--- config.mk ---
export PLATFORM = sky130hd
export DESIGN_NAME = alu_sequencer
export DESIGN_NICKNAME = d
export VERILOG_FILES = /design/src/rtl/alu_sequencer.sv
export SDC_FILE = /design/constraint.sdc
export NUM_CORES = 1
export LEC_CHECK = 0
export ABC_CLOCK_PERIOD_IN_PS = 1380
export CORE_MARGIN = 3
export CORE_UTILIZATION = 37
export CTS_CLUSTER_SIZE = 8
export DETAILED_ROUTE_END_ITERATION = 6
export GPL_ROUTABILITY_DRIVEN = 0
export PLACE_DENSITY = 0.81
export SETUP_SLACK_MARGIN = 0.4
export SYNTH_ARGS = -nofsm -noshare
export SYNTH_HDL_FRONTEND = slang
export SYNTH_SLANG_ARGS = --single-unit
--- constraint.sdc ---
create_clock -name CLK -period 1.38 [get_ports CLK]
set_input_delay 0.276 -clock CLK [delete_from_list [all_inputs] [get_ports CLK]]
set_output_delay 0.276 -clock CLK [all_outputs]
set_load 0.03 [all_outputs]
--- src/rtl/alu_sequencer.sv ---
// Multi-cycle IDLE->DECODE->EXECUTE->WRITEBACK controller for the 8-bit ALU datapath; write strobe 3 cycles after accept (+HOLD stalls).
// INSTR_READY only in IDLE: a producer holding INSTR_VALID while busy waits; HOLD stalls only EXECUTE.
module alu_sequencer #(
  parameter int REG_ADDR_W = 3,
  parameter int CNT_W      = 8
) (
  input  logic                  CLK,
  input  logic                  RESET,
  input  logic [31:0]           INSTRUCTION,
  input  logic                  INSTR_VALID,
  output logic                  INSTR_READY,
  input  logic                  HOLD,
  output logic [REG_ADDR_W-1:0] READREG1,
  output logic [REG_ADDR_W-1:0] READREG2,
  output logic [REG_ADDR_W-1:0] WRITEREG,
  output logic                  WRITEENABLE,
  output logic [2:0]            ALUSELECT,
  output logic                  IMM_SEL,
  output logic                  NEG_SEL,
  output logic [7:0]            IMMEDIATE,
  output logic                  BUSY,
  output logic                  ILLEGAL,
  output logic [CNT_W-1:0]      INSTR_COUNT
);

  typedef enum logic [1:0] {IDLE, DECODE, EXECUTE, WRITEBACK} state_t;

  localparam logic [7:0] OP_LOADI = 8'h00;
  localparam logic [7:0] OP_MOV   = 8'h01;
  localparam logic [7:0] OP_ADD   = 8'h02;
  localparam logic [7:0] OP_SUB   = 8'h03;
  localparam logic [7:0] OP_AND   = 8'h04;
  localparam logic [7:0] OP_OR    = 8'h05;

  state_t                state;
  logic [7:0]            op_code;
  logic [REG_ADDR_W-1:0] dest_fld;
  logic [REG_ADDR_W-1:0] src1_fld;
  logic [REG_ADDR_W-1:0] src2_fld;
  logic                  op_legal;
  logic [2:0]            op_sel;
  logic                  op_imm;
  logic                  op_neg;
  logic                  to_idle;
  logic                  unused_instr;

  assign op_code  = INSTRUCTION[31:24];
  assign dest_fld = INSTRUCTION[16 +: REG_ADDR_W];
  assign src1_fld = INSTRUCTION[8 +: REG_ADDR_W];
  assign src2_fld = INSTRUCTION[0 +: REG_ADDR_W];
  // Upper register-field bits are architecturally ignored.
  assign unused_instr = ^INSTRUCTION;

  // Decoded at acceptance so every control output leaves a flop.
  always_comb begin
    op_legal = 1'b1;
    op_sel   = 3'b000;
    op_imm   = 1'b0;
    op_neg   = 1'b0;
    case (op_code)
      OP_LOADI: op_imm = 1'b1;
      OP_MOV:   op_sel = 3'b000;
      OP_ADD:   op_sel = 3'b001;
      OP_SUB: begin
        op_sel = 3'b001;
        op_neg = 1'b1;
      end
      OP_AND:   op_sel = 3'b010;
      OP_OR:    op_sel = 3'b011;
      default:  op_legal = 1'b0;
    endcase
  end

  assign to_idle = (state == WRITEBACK) || ((state == DECODE) && ILLEGAL);

  always_ff @(posedge CLK or negedge RESET) begin
    if (!RESET) begin
      state       <= IDLE;
      INSTR_READY <= 1'b1;
      BUSY        <= 1'b0;
      ILLEGAL     <= 1'b0;
      WRITEENABLE <= 1'b0;
      ALUSELECT   <= 3'b000;
      IMM_SEL     <= 1'b0;
      NEG_SEL     <= 1'b0;
      READREG1    <= '0;
      READREG2    <= '0;
      WRITEREG    <= '0;
      IMMEDIATE   <= 8'h00;
      INSTR_COUNT <= '0;
    end else begin
      ILLEGAL <= 1'b0;
      case (state)
        IDLE: begin
          if (INSTR_VALID) begin
            state       <= DECODE;
            INSTR_READY <= 1'b0;
            BUSY        <= 1'b1;
            // mov routes its single source through ALU DATA1.
            READREG1    <= (op_code == OP_MOV) ? src2_fld : src1_fld;
            READREG2    <= src2_fld;
            WRITEREG    <= dest_fld;
            IMMEDIATE   <= INSTRUCTION[7:0];
            ALUSELECT   <= op_sel;
            IMM_SEL     <= op_imm;
            NEG_SEL     <= op_neg;
            ILLEGAL     <= ~op_legal;
          end
        end
        DECODE: begin
          if (!ILLEGAL) state <= EXECUTE;
        end
        EXECUTE: begin
          if (!HOLD) begin
            state       <= WRITEBACK;
            WRITEENABLE <= 1'b1;
            INSTR_COUNT <= INSTR_COUNT + CNT_W'(1);
          end
        end
        default: ;
      endcase

      if (to_idle) begin
        state       <= IDLE;
        INSTR_READY <= 1'b1;
        BUSY        <= 1'b0;
        WRITEENABLE <= 1'b0;
        ALUSELECT   <= 3'b000;
        IMM_SEL     <= 1'b0;
        NEG_SEL     <= 1'b0;
        READREG1    <= '0;
        READREG2    <= '0;
        WRITEREG    <= '0;
        IMMEDIATE   <= 8'h00;
      end
    end
  end

endmodule

; Word-level counts from Yosys, hierarchy flattened
; Cells that the tools add are included.
[classes]
n_addsub = 1
multipliers = 0
n_div = 0
n_lt_le_gt_ge = 0
n_eq_ne = 12
shifts = 0
n_mux = 42
bitwise_logic = 2
n_reduce_logical = 14
[ops]
columns = operator, count
row1 = two-way mux 3 bit, 13
row2 = two-way mux 8 bit, 3
row3 = two-way mux 1 bit, 20
row4 = equality test 8 x 2 -> 1 bit (second input constant), 2
row5 = equality test 8 x 3 -> 1 bit (second input constant), 2
row6 = one-hot mux 2 bit (3 select lines), 2
row7 = inequality test 3 bit (second input constant), 3
row8 = adder 8 x 1 -> 8 bit (second input constant), 1
row9 = equality test 8 x 1 -> 1 bit (second input constant), 1
row10 = logical NOT 8 bit, 1
row11 = two-way mux 2 bit, 4
row12 = AND reduction 2 bit, 3
row13 = nonzero test 2 bit, 3
row14 = OR reduction 6 bit, 1
row15 = equality test 2 bit (second input constant), 2
row16 = AND reduction 4 bit, 1
row17 = nonzero test 4 bit, 1
row18 = equality test 2 x 1 -> 1 bit (second input constant), 1
row19 = logical NOT 2 bit, 1
row20 = inequality test 2 x 1 -> 1 bit (second input constant), 1
row21 = inverter 1 bit, 2
row22 = OR reduction 2 bit, 1
row23 = logical AND 1 bit, 1
row24 = logical OR 1 bit, 1
[totals]
ff_bits = 36
latchBits = 0
ram_bits = 0
romBits = 0
inputBits = 36
out_inout_bits = 34
elab_cells = 84
n_memories = 0

; Longest topological paths before layout
; Gate-level depths: netlist of run 1.
[depth]
word_depth = 6
depth_mapped = 7
mapped_depth_nobuf = 6

; Worst setup path before layout of run 1
; Ideal clock, no wire load.
[synth_timing]
kind = flip-flop to flip-flop
from = register state[0]
to = register INSTR_COUNT[5]
setup_ps = 133
arrival_ps = 1362
required_time_ps = 1247
slack_ps = -115
stages_incl_launch_ff = 7
n_path_buf = 0
period_less_slack_ps = 1495
path_cell_list = dfrtp_1 > inv_1 > ha_1 > and2b_1 > and4_1 > nand3_1 > xnor2_1
[synth_via]
elab_chain_len = 2
[synth_lines]
columns = element, line
row1 = "start, declared", 35  ; state_t state;
row2 = "start signal, assigned", 78  ; state <= IDLE;
row3 = "start signal, assigned", 96  ; state <= DECODE;
row4 = "start signal, assigned", 111  ; if (!ILLEGAL) state <= EXECUTE;
row5 = equality test 2 bit, 93  ; case (state)
row6 = AND reduction 2 bit (no line), -
row7 = "end signal, assigned", 117  ; INSTR_COUNT <= INSTR_COUNT + CNT_W'(1);
row8 = "end, declared", 23  ; output logic [CNT_W-1:0] INSTR_COUNT
; Every way passes these cells.
; A chain may end at the register's enable or synchronous reset.

; Worst setup path in the final report of run 1
; Same ends and word-level chain as after synthesis.

==> metrics.md, run 1 <==
| Metric | Value |
|---|---|
| Psw | approximately 2500 uW |
| Ant diodes | 0 |
| Sequential power share | 0.238 |
| Library cells used by synthesis | 31 |
| DR vias | between 1500 and 2000 |
| Avg WL per Cell | between 15 and 20 microns |
| Drt first pass iters | 4 |
| Worst skew pair latency | between 200 and 300 ps |
| Violated checks | setup timing |
| Initial antenna violation count | 0 |
| R2R cell count | 6 |
| EDFF count, synth | 0 |
| Die X | ~70 microns |
| Post-synth ARST share | 1.00 |
| Synthesized Nets | roughly 190 |
| Buffers on Ports | 58 |
| Most frequent cells in the layout | buf_6, buf_4, dfrtp_1 |
| MaxCap Viol Count | 0 |
| Logic pwr share | 0.640 |
| Ys flop type | dfrtp_1 |
| Critical path data arrival time | approximately 1700 ps |
| Seq/Total Area, Yosys | 0.533 |
| Number of core rows | 22 |
| Crit start category | flip-flop |
| Status | finished with violations |
| Starting DRT DRC Count | between 90 and 100 |
| IO Pins | 70 |
| Vias in the first global route | roughly 1600 |
| Synthesized cell area | between 1500 and 2000 sq um |
| Slew Limit Fails | 0 |
| Net count, final | 301 |
| Fmax | roughly 670 MHz |
| Fill cells | about 230 |
| Core Footprint | roughly 3800 sq um |
| CTS buffer count | 5 |
| Max VDD drop | about 1.2 mV |
| Initial Util | 0.396 |
| Cell Area, Placed | 2280 sq um |
| Post-route DRC | 0 |
| Number of synthesized register bits | 32 |
| Most common cell after layout, fill and taps aside | buf_6 |
| CTS tree | yes |
| ANT nets after route | 0 |
| Design Area, Final | about 3100 sq um |
| Post-Route WL | 4.99 mm |
| Chip Height | about 70 microns |
| Placed wire-length estimate | 2.69 mm |
| Flop2flop setup slack | -120 ps |
| Mean post-synth cell area | ~10 sq um |
| Tcrit/Tclk final | 1.09 |
| End-of-flow core utilization | 0.810 |
| Crit. End Element | flip-flop |
| H-tree levels | 2 |
| Average vias per placed instance | 4.95 |
| Crit path from | state[0]$_DFFE_PN0P_ |
| Setup TNS | -1650 ps |
| Synth warn | 0 |
| Cells after Synth | between 150 and 200 |
| Clk buf depth | 2 |
| CP max FO | 4 |
| Clock Skews | around 7.8 ps |
| GR Util All Layers | 0.213 |
| Fraction of layout instances using a drive strength above 1 | 0.602 |
| Post-route setup slack | -121 ps |
| First-pass GRT wire length | roughly 8 mm |
| Clk pin slew, worst setup/hold paths | ~70 ps |
| Worst hold path type | primary input to asynchronous set/reset pin |
| WP data required | approximately 1600 ps |
| Pint | around 3700 uW |
| PwrDens | between 2000 and 2500 nW/um^2 |
| Die ar. | slightly below 5000 sq um |
| Root Buffer | clkbuf_8 |
| Clk pwr share | 0.122 |
| Clock sinks | 32 |
| Min cycle time layout | about 1500 ps |
| Final Hold Vio Count | 0 |
| Hold_buf cts | 0 |
| Largest net degree at the start of global routing | 33 |
| RSZ-0062 raised after global routing | yes |
| Area Overhead vs Synth | 105% |
| Crit path kind | flip-flop to flip-flop |
| Post-place setup slack | -317 ps |
| FF-to-FF Start | state[0]$_DFFE_PN0P_ |
| CP Capture Point | INSTR_COUNT[5]$_DFFE_PN0P_ |
| Switch share | 0.405 |
| Static Leak | around 0.0015 uW |
| Final Setup Violations | 29 |
| GRT Residual Overflow | 0 |
| Reg2reg end | INSTR_COUNT[5]$_DFFE_PN0P_ |
[worst min-delay path by stage]
stage / to / slack [ps] / depth (start not counted)
floorplan: ALUSELECT[0]$_DFFE_PN0P_ / -20 / 0
global placement: INSTR_COUNT[7]$_DFFE_PN0P_ / 460 / 1
detailed placement: INSTR_COUNT[7]$_DFFE_PN0P_ / 490 / 1
CTS: INSTR_COUNT[6]$_DFFE_PN0P_ / 360 / 2
global route: INSTR_COUNT[6]$_DFFE_PN0P_ / 380 / 2
finish: INSTR_COUNT[6]$_DFFE_PN0P_ / 360 / 2
[power by group through the flow]
stage | Sequential (uW) | Combinational [uW] | Clock [uW]
finish | 1480 | 3970 | 754
global route | 1510 | 4210 | 819
CTS | 1480 | 3530 | 772
detailed placement | 1420 | 2450 | 0
global placement | 1410 | 2400 | 0
floorplan | 1930 | 973 | 0
[registers in the layout (all words and copies together) (netlist names), 2 cells and up]
register	flops
READREG1	3
INSTR_COUNT	8
IMMEDIATE	6
state	2
ALUSELECT	2
WRITEREG	3
READREG2	2
[synth_stat cells (all sizes together), types with 2 or more instances]
library cell	number	share of area
nand2	35	0.087
dfrtp	31	0.52
a21oi	16	0.053
nor2	10	0.025
buf	8	0.043
nor3	6	0.031
ha	5	0.042
xnor2	5	0.029
a221o	4	0.027
and3	3	0.012
clkbuf	3	0.0075
inv	3	0.0075
nand3	3	0.010
nand4	3	0.012
a21o	2	0.010
mux2i	2	0.013
xor2	2	0.012
[critical path, stage by stage (launching register included)]
cell	delay, ps
dfrtp_1	430
inv_2	140
ha_4	160
and2b_2	180
and4_4	250
nand3_2	90
xnor2_1	130
[metrics by stage]
step | total power [uW] | hold WS, ps | cells
after detailed placement | 3880 | 486 | 269
after CTS | 5780 | 356 | 293
after global routing | 6540 | 383 | 309
after floorplan | 2900 | -19.6 | 151
after global placement | 3810 | 461 | 269
final | 6200 | 364 | 309
[kinds of logic after synthesis]
logic type	count (synthesis)	synth area share
AO/OA/AOI/OAI	24	0.101
XOR/XNOR	7	0.0408
adder cells (fa/ha/maj)	5	0.0416
buffers and inverters	14	0.0582
flip-flops	32	0.533
multiplexers	3	0.0208
other	1	0.00249
AND/OR/NAND/NOR	65	0.202
[layer usage]
metal / part of all wire / global-route usage
met1: 0.39 / 0.252
met2: 0.54 / 0.364
met3: 0.054 / 0.0696
met4: 0.013 / 0.0702
met5: 0 / 0
[cell type report]
type                    count  area, sq um  share of cell area
repair buffers            112         1190               0.386
flip-flops and latches     32          806               0.262
clock buffers               8         90.1              0.0293
multi-input cells         106          922               0.300
well taps                  48         60.1              0.0195
inverters                   3         11.3             0.00366
[timing repair]
action                     4_1_cts  5_1_grt
resized for setup              295       19
setup endpoints to repair       65       65
buffers inserted                12       16
pin swaps                       29       11
gates cloned                     4        0
(Power assumes the default switching activity.)
==> inputs of run 2 (changes only) <==
--- a/config.mk
+++ b/config.mk
@@ -6,8 +6,10 @@
 export NUM_CORES = 1
 export LEC_CHECK = 0
 export ABC_CLOCK_PERIOD_IN_PS = 1380
+export CELL_PAD_IN_SITES_DETAIL_PLACEMENT = 0
+export CELL_PAD_IN_SITES_GLOBAL_PLACEMENT = 1
 export CORE_MARGIN = 3
-export CORE_UTILIZATION = 37
+export CORE_UTILIZATION = 27
 export CTS_CLUSTER_SIZE = 8
 export DETAILED_ROUTE_END_ITERATION = 6
 export GPL_ROUTABILITY_DRIVEN = 0
==> run 2 against run 1 <==
Against the previous run: the flow still finishes with violations (setup timing); power decreased by 15%; first-iteration DRC count fell by 36%; routed wire length shrank 21%; global-route usage is 8.4 points lower; sequential power about the same; clock power about the same; die area grew 34%; register-to-register slack improved by 20 ps; cell count increased by 2.9%; combinational power down 23%; count of clock-buffer cells in the layout shrank 2; utilization down 28 points; largest cell class unchanged.
==> metrics.md, run 2 (synthesis results as in run 1) <==
| Metric | Value |
|---|---|
| WL met1 | 1.67 mm (-14%) |
| Max VDD drop | 0.924 mV (-25%) |
| GR Util All Layers | 0.129 (-0.0842) |
| Fill cells | 481 (+110%) |
| Setup TNS | -1070 ps (+584 ps) |
| WP buf/inv | 2 (+1) |
| Total power | 5260 uW (-15%) |
| Cell Chain, Critical Path | inv_2 > ha_4 > a21o_1 > buf_6 > nor2_4 > a221o_1 |
| Clk buf depth | 2 (unchanged) |
| Final Setup Violations | 20 (-31%) |
| WP data required | 1550 ps (about the same) |
| Static Leak | 0.00129 uW (-13%) |
| Psw | 2120 uW (-16%) |
| Pint | 3140 uW (-15%) |
| Worst hold path type | primary input to asynchronous set/reset pin |
| CP max FO | 7 (+3) |
| Violated checks | setup timing |
| Family with the most delay on the worst path | compound AO/OA/AOI/OAI gates |
| Avg WL per Cell | 12.4 microns (-23%) |
| Clock Skews | 3.94 ps (-3.87 ps) |
| Initial Util | 0.287 (-0.109) |
| CTS buffer count | 5 (unchanged) |
| FF-to-FF Start | state[1]$_DFFE_PN0P_ |
| H-tree levels | 2 (unchanged) |
| Die ar. | 6500 sq um (+34%) |
| PwrDens | 1900 nW/um^2 (-5.4%) |
| Placed instance count | 297 (+10%) |
| Largest net degree at the start of global routing | 33 (unchanged) |
| DR vias | 1401 (-8.4%) |
| Root Buffer | clkbuf_8 |
| Largest Register | INSTR_COUNT |
| GRT Residual Overflow | 0 (unchanged) |
| Most common cell after layout, fill and taps aside | buf_6 |
| R2R cell count | 6 (unchanged) |
| CP peak stage delay | 410 ps (-20 ps) |
| Tcrit/Tclk final | 1.07 (-0.0176) |
| Biggest regs | INSTR_COUNT x8, IMMEDIATE x6 |
| Slew Limit Fails | 0 (unchanged) |
| Met3 wire length | 239 microns (-11%) |
| Reg2reg end | READREG1[2]$_DFFE_PN0P_ |
| Critical path data arrival time | 1650 ps (-20 ps) |
| Starting DRT DRC Count | 58 (-36%) |
| RSZ-0062 raised after global routing | yes |
| Status | finished with violations |
| Logic pwr share | 0.580 (-0.060) |
| Clk pin slew, worst setup/hold paths | 70 ps (about the same) |
| Number of core rows | 26 (+18%) |
| Buffers on Ports | 58 (unchanged) |
| Area Overhead vs Synth | 83.6% |
| Post-route setup slack | -97.2 ps (+24.3 ps) |
| Drt first pass iters | 4 (unchanged) |
| Post-Route WL | 3.93 mm (-21%) |
| Storage cell area | 806 sq um (unchanged) |
| MaxCap Viol Count | 0 (unchanged) |
| Chip Height | 80.6 microns (+16%) |
| Most frequent cells in the layout | buf_6, nand2_1, buf_4 |
| Initial antenna violation count | 0 (unchanged) |
| Average vias per placed instance | 4.41 (-11%) |
| Crit start category | flip-flop |
| Fraction of layout instances using a drive strength above 1 | 0.488 (-0.114) |
| Number of flip-flops in the largest register | 8 (unchanged) |
| Worst skew pair latency | 280 ps (about the same) |
| Core Footprint | 5240 sq um (+38%) |
| Placed wire-length estimate | 2.65 mm (-1.5%) |
| First-pass GRT wire length | 6.40 mm (-21%) |
| Clock sinks | 32 (unchanged) |
| Net count, final | 288 (-4.3%) |
| Post-place setup slack | -296 ps (+21.0 ps) |
| Vias in the first global route | 1409 (-13%) |
| Flop2flop setup slack | -100 ps (+20 ps) |
| Crit. End Element | flip-flop |
| CTS tree | yes |
| Final Hold Vio Count | 0 (unchanged) |
| Multi-input logic area | 772 sq um (-16%) |
| Highest metal used | met4 |
| Crit path kind | flip-flop to flip-flop |
| Switch share | 0.403 (-0.00284) |
| Hold_ws | 353 ps (-10.9 ps) |
| Worst-path cell with the longest stage delay | dfrtp_1 |
| IO Pins | 70 (unchanged) |
| Min cycle time layout | 1480 ps (-24.3 ps) |
| Post-route insts no fill | 318 (+2.9%) |
| Clk pwr share | 0.143 (+0.021) |
| DR WL met2 | 1.95 mm (-28%) |
| Sequential power share | 0.277 (+0.039) |
| Die X | 80.6 microns (+16%) |
| Ant diodes | 0 (unchanged) |
| ANT nets after route | 0 (unchanged) |
| Post-route DRC | 0 (unchanged) |
| Fmax | 677 MHz (+1.6%) |
[run 2: power by group through the flow]
stage	logic [uW]	registers, uW	clock network (uW)
after CTS	2890	1450	778
final	3050	1460	752
after global routing	3300	1500	817
after detailed placement	2440	1440	0
after floorplan	973	1930	0
after global placement	2410	1440	0
[run 2: repair_timing]
action / CTS / global route
setup buffers: 9 / 1
resized for setup: 225 / 25
endpoints found under the setup margin: 65 / 65
hold buffers: 0 / 0
cloned: 3 / 0
pin swaps: 6 / 10
[run 2: per-layer routing]
metal  global-route usage  up-vias
met2                0.214       39
met3               0.0370        7
met5                    0        -
met4               0.0456        0
li1                     -      698
met1                0.159      657
[run 2: how the worst max path moves through the flow]
| stage | startpoint | to | slack, ps | cells past startpoint |
|---|---|---|---|---|
| finish | state[1]$_DFFE_PN0P_ | READREG1[2]$_DFFE_PN0P_ | -100 | 6 |
| floorplan | state[0]$_DFFE_PN0P_ | INSTR_COUNT[5]$_DFFE_PN0P_ | -50 | 6 |
| global placement | INSTRUCTION[24] | READREG1[1]$_DFFE_PN0P_ | -260 | 5 |
| CTS | state[1]$_DFFE_PN0P_ | READREG1[1]$_DFFE_PN0P_ | -90 | 6 |
| detailed placement | INSTRUCTION[24] | READREG1[1]$_DFFE_PN0P_ | -300 | 5 |
| global route | state[1]$_DFFE_PN0P_ | READREG1[1]$_DFFE_PN0P_ | -170 | 6 |
[run 2: cell type report]
type                    count  share of cell area
well taps                  70              0.0317
clock buffers               6              0.0299
repair buffers             99               0.359
flip-flops and latches     32               0.292
multi-input cells         106               0.280
clock inverters             2             0.00362
inverters                   3             0.00408
[run 2: metrics by stage]
step,instance area [sq um],utilization
CTS,2660,0.507
floorplan,1540,-
detailed placement,2350,0.448
finish,2760,0.527
global placement,2350,0.448
global route,2760,0.527
==> inputs of run 3 (changes only) <==
--- a/config.mk
+++ b/config.mk
@@ -13,6 +13,7 @@
 export CTS_CLUSTER_SIZE = 8
 export DETAILED_ROUTE_END_ITERATION = 6
 export GPL_ROUTABILITY_DRIVEN = 0
+export MAX_ROUTING_LAYER = met4
 export PLACE_DENSITY = 0.81
 export SETUP_SLACK_MARGIN = 0.4
 export SYNTH_ARGS = -nofsm -noshare
==> run 3 against run 2 <==
Against the previous run: the flow still finishes with violations (setup timing); via count fell by 0.36%; fmax decreased by 0.16%; register-to-register slack barely moved; die area unchanged; global-route usage is 0.42 points higher; design area is the same; sequential power hardly changed; hold slack gained 4.5 ps; sequential share of layout area unchanged; critical path type unchanged; critical endpoint unchanged.
==> metrics.md, run 3 (synthesis results as in run 1) <==
| Metric | Value |
|---|---|
| Drt first pass iters | 4 (unchanged) |
| Post-Route WL | 3.94 mm (+0.23%) |
| Placed wire-length estimate | 2.65 mm (unchanged) |
| H-tree levels | 2 (unchanged) |
| Fraction of layout instances using a drive strength above 1 | 0.488 (unchanged) |
| Critical path data arrival time | 1640 ps (about the same) |
| Post-route DRC | 0 (unchanged) |
| Hold_buf cts | 0 (unchanged) |
| Worst skew pair latency | 280 ps (about the same) |
| Vias in the first global route | 1406 (-0.21%) |
| RSZ-0062 raised after global routing | yes |
| Clk buf depth | 2 (unchanged) |
| Core Footprint | 5240 sq um (unchanged) |
| PwrDens | 1900 nW/um^2 (about the same) |
| Number of flip-flops in the largest register | 8 (unchanged) |
| CP max FO | 7 (unchanged) |
| GR Util All Layers | 0.133 (+0.00416) |
| CTS buffer count | 5 (unchanged) |
| Largest net degree at the start of global routing | 33 (unchanged) |
| MaxCap Viol Count | 0 (unchanged) |
| Final Setup Violations | 20 (unchanged) |
| GRT Residual Overflow | 0 (unchanged) |
| First-pass GRT wire length | 6.41 mm (+0.22%) |
| Slew Limit Fails | 0 (unchanged) |
| Biggest regs | INSTR_COUNT x8, IMMEDIATE x6 |
| Clock sinks | 32 (unchanged) |
| Initial Util | 0.287 (unchanged) |
| Multi-input logic area | 772 sq um (unchanged) |
| WP data required | 1540 ps (about the same) |
| Number of core rows | 26 (unchanged) |
| Min cycle time layout | 1480 ps (+2.41 ps) |
| CTS tree | yes |
| Largest Register | INSTR_COUNT |
| Final Hold Vio Count | 0 (unchanged) |
| Family with the most delay on the worst path | compound AO/OA/AOI/OAI gates |
| Most common cell after layout, fill and taps aside | buf_6 |
| Cell Chain, Critical Path | inv_2 > ha_4 > a21o_1 > buf_6 > nor2_4 > a221o_1 |
| End-of-flow core utilization | 0.527 (unchanged) |
| DR vias | 1396 (-0.36%) |
| Status | finished with violations |
| ANT nets after route | 0 (unchanged) |
| Max VDD drop | 0.924 mV (about the same) |
| CP peak stage delay | 410 ps (about the same) |
| Die X | 80.6 microns (unchanged) |
| Buffers on Ports | 58 (unchanged) |
| Worst-path cell with the longest stage delay | dfrtp_1 |
| Hold_ws | 358 ps (+4.54 ps) |
| Crit. End Element | flip-flop |
| R2R cell count | 6 (unchanged) |
| Average vias per placed instance | 4.39 (-0.36%) |
| Violated checks | setup timing |
| Initial antenna violation count | 0 (unchanged) |
| Chip Height | 80.6 microns (unchanged) |
| Starting DRT DRC Count | 62 (+6.9%) |
| Fmax | 676 MHz (-0.16%) |
| Clock Skews | 3.86 ps (-0.0723 ps) |
| Ant diodes | 0 (unchanged) |
| Post-route insts no fill | 318 (unchanged) |
| Net count, final | 288 (unchanged) |
| Crit start category | flip-flop |
| Crit path depth | 6 (unchanged) |
| Post-place setup slack | -296 ps (unchanged) |
| Total power | 5250 uW (about the same) |
| Static Leak | 0.00129 uW (unchanged) |
| Fill cells | 481 (unchanged) |
| Storage cell area | 806 sq um (unchanged) |
| Post-route setup slack | -99.6 ps (-2.41 ps) |
| Avg WL per Cell | 12.4 microns (+0.23%) |
| Area Overhead vs Synth | 83.6% (unchanged) |
| Root Buffer | clkbuf_8 |
| Clk pin slew, worst setup/hold paths | 70 ps (about the same) |
| Die ar. | 6500 sq um (unchanged) |
| IO Pins | 70 (unchanged) |
| Most frequent cells in the layout | buf_6, nand2_1, buf_4 |
| Tcrit/Tclk final | 1.07 (+0.00175) |
| Crit path kind | flip-flop to flip-flop |
| Worst hold path type | primary input to asynchronous set/reset pin |
| Placed instance count | 297 (unchanged) |
| WP buf/inv | 2 (unchanged) |
[run 3: repair_timing]
item,CTS,global route
setup endpoints to repair,65,65
pin swaps,6,10
setup buffers,9,1
resized for setup,225,25
cloned,3,0
[run 3: routing by layer]
layer,vias to the layer above,track usage,wire [microns]
met5,-,-,0
met1,660,0.164,1710
met2,36,0.214,1990
met4,0,0.0355,24
li1,698,-,-
met3,2,0.0392,219
[run 3: cell type report]
type	instances	area share
tap	70	0.0317
inverter	3	0.00408
clock buffer	6	0.0299
multi-input combinational	106	0.280
clock inverter	2	0.00362
sequential	32	0.292
timing repair buffer	99	0.359
[run 3: final timing paths]
path	startpoint	to	slack [ps]
worst max-delay path	state[1]$_DFFE_PN0P_	READREG1[2]$_DFFE_PN0P_	-100
worst min register to register	INSTR_READY$_DFFE_PN1P_	INSTR_READY$_DFFE_PN1P_	520
max in group asynchronous	RESET	INSTR_READY$_DFFE_PN1P_	780
worst min-delay path	RESET	WRITEENABLE$_DFFE_PN0P_	360
min in group CLK	INSTR_READY$_DFFE_PN1P_	INSTR_READY$_DFFE_PN1P_	520
worst max register to register	state[1]$_DFFE_PN0P_	READREG1[2]$_DFFE_PN0P_	-100
[run 3: power breakdown]
part / switching, uW / internal, uW
registers: 217 / 1240
clock network: 348 / 398
logic: 1550 / 1500
[run 3: per-stage QoR]
| step | TNS [ps] | area, sq um |
|---|---|---|
| finish | -1100 | 2760 |
| global route | -2560 | 2760 |
| CTS | -966 | 2660 |
| detailed placement | -3340 | 2350 |
| global placement | -3300 | 2350 |
| floorplan | -191 | 1540 |
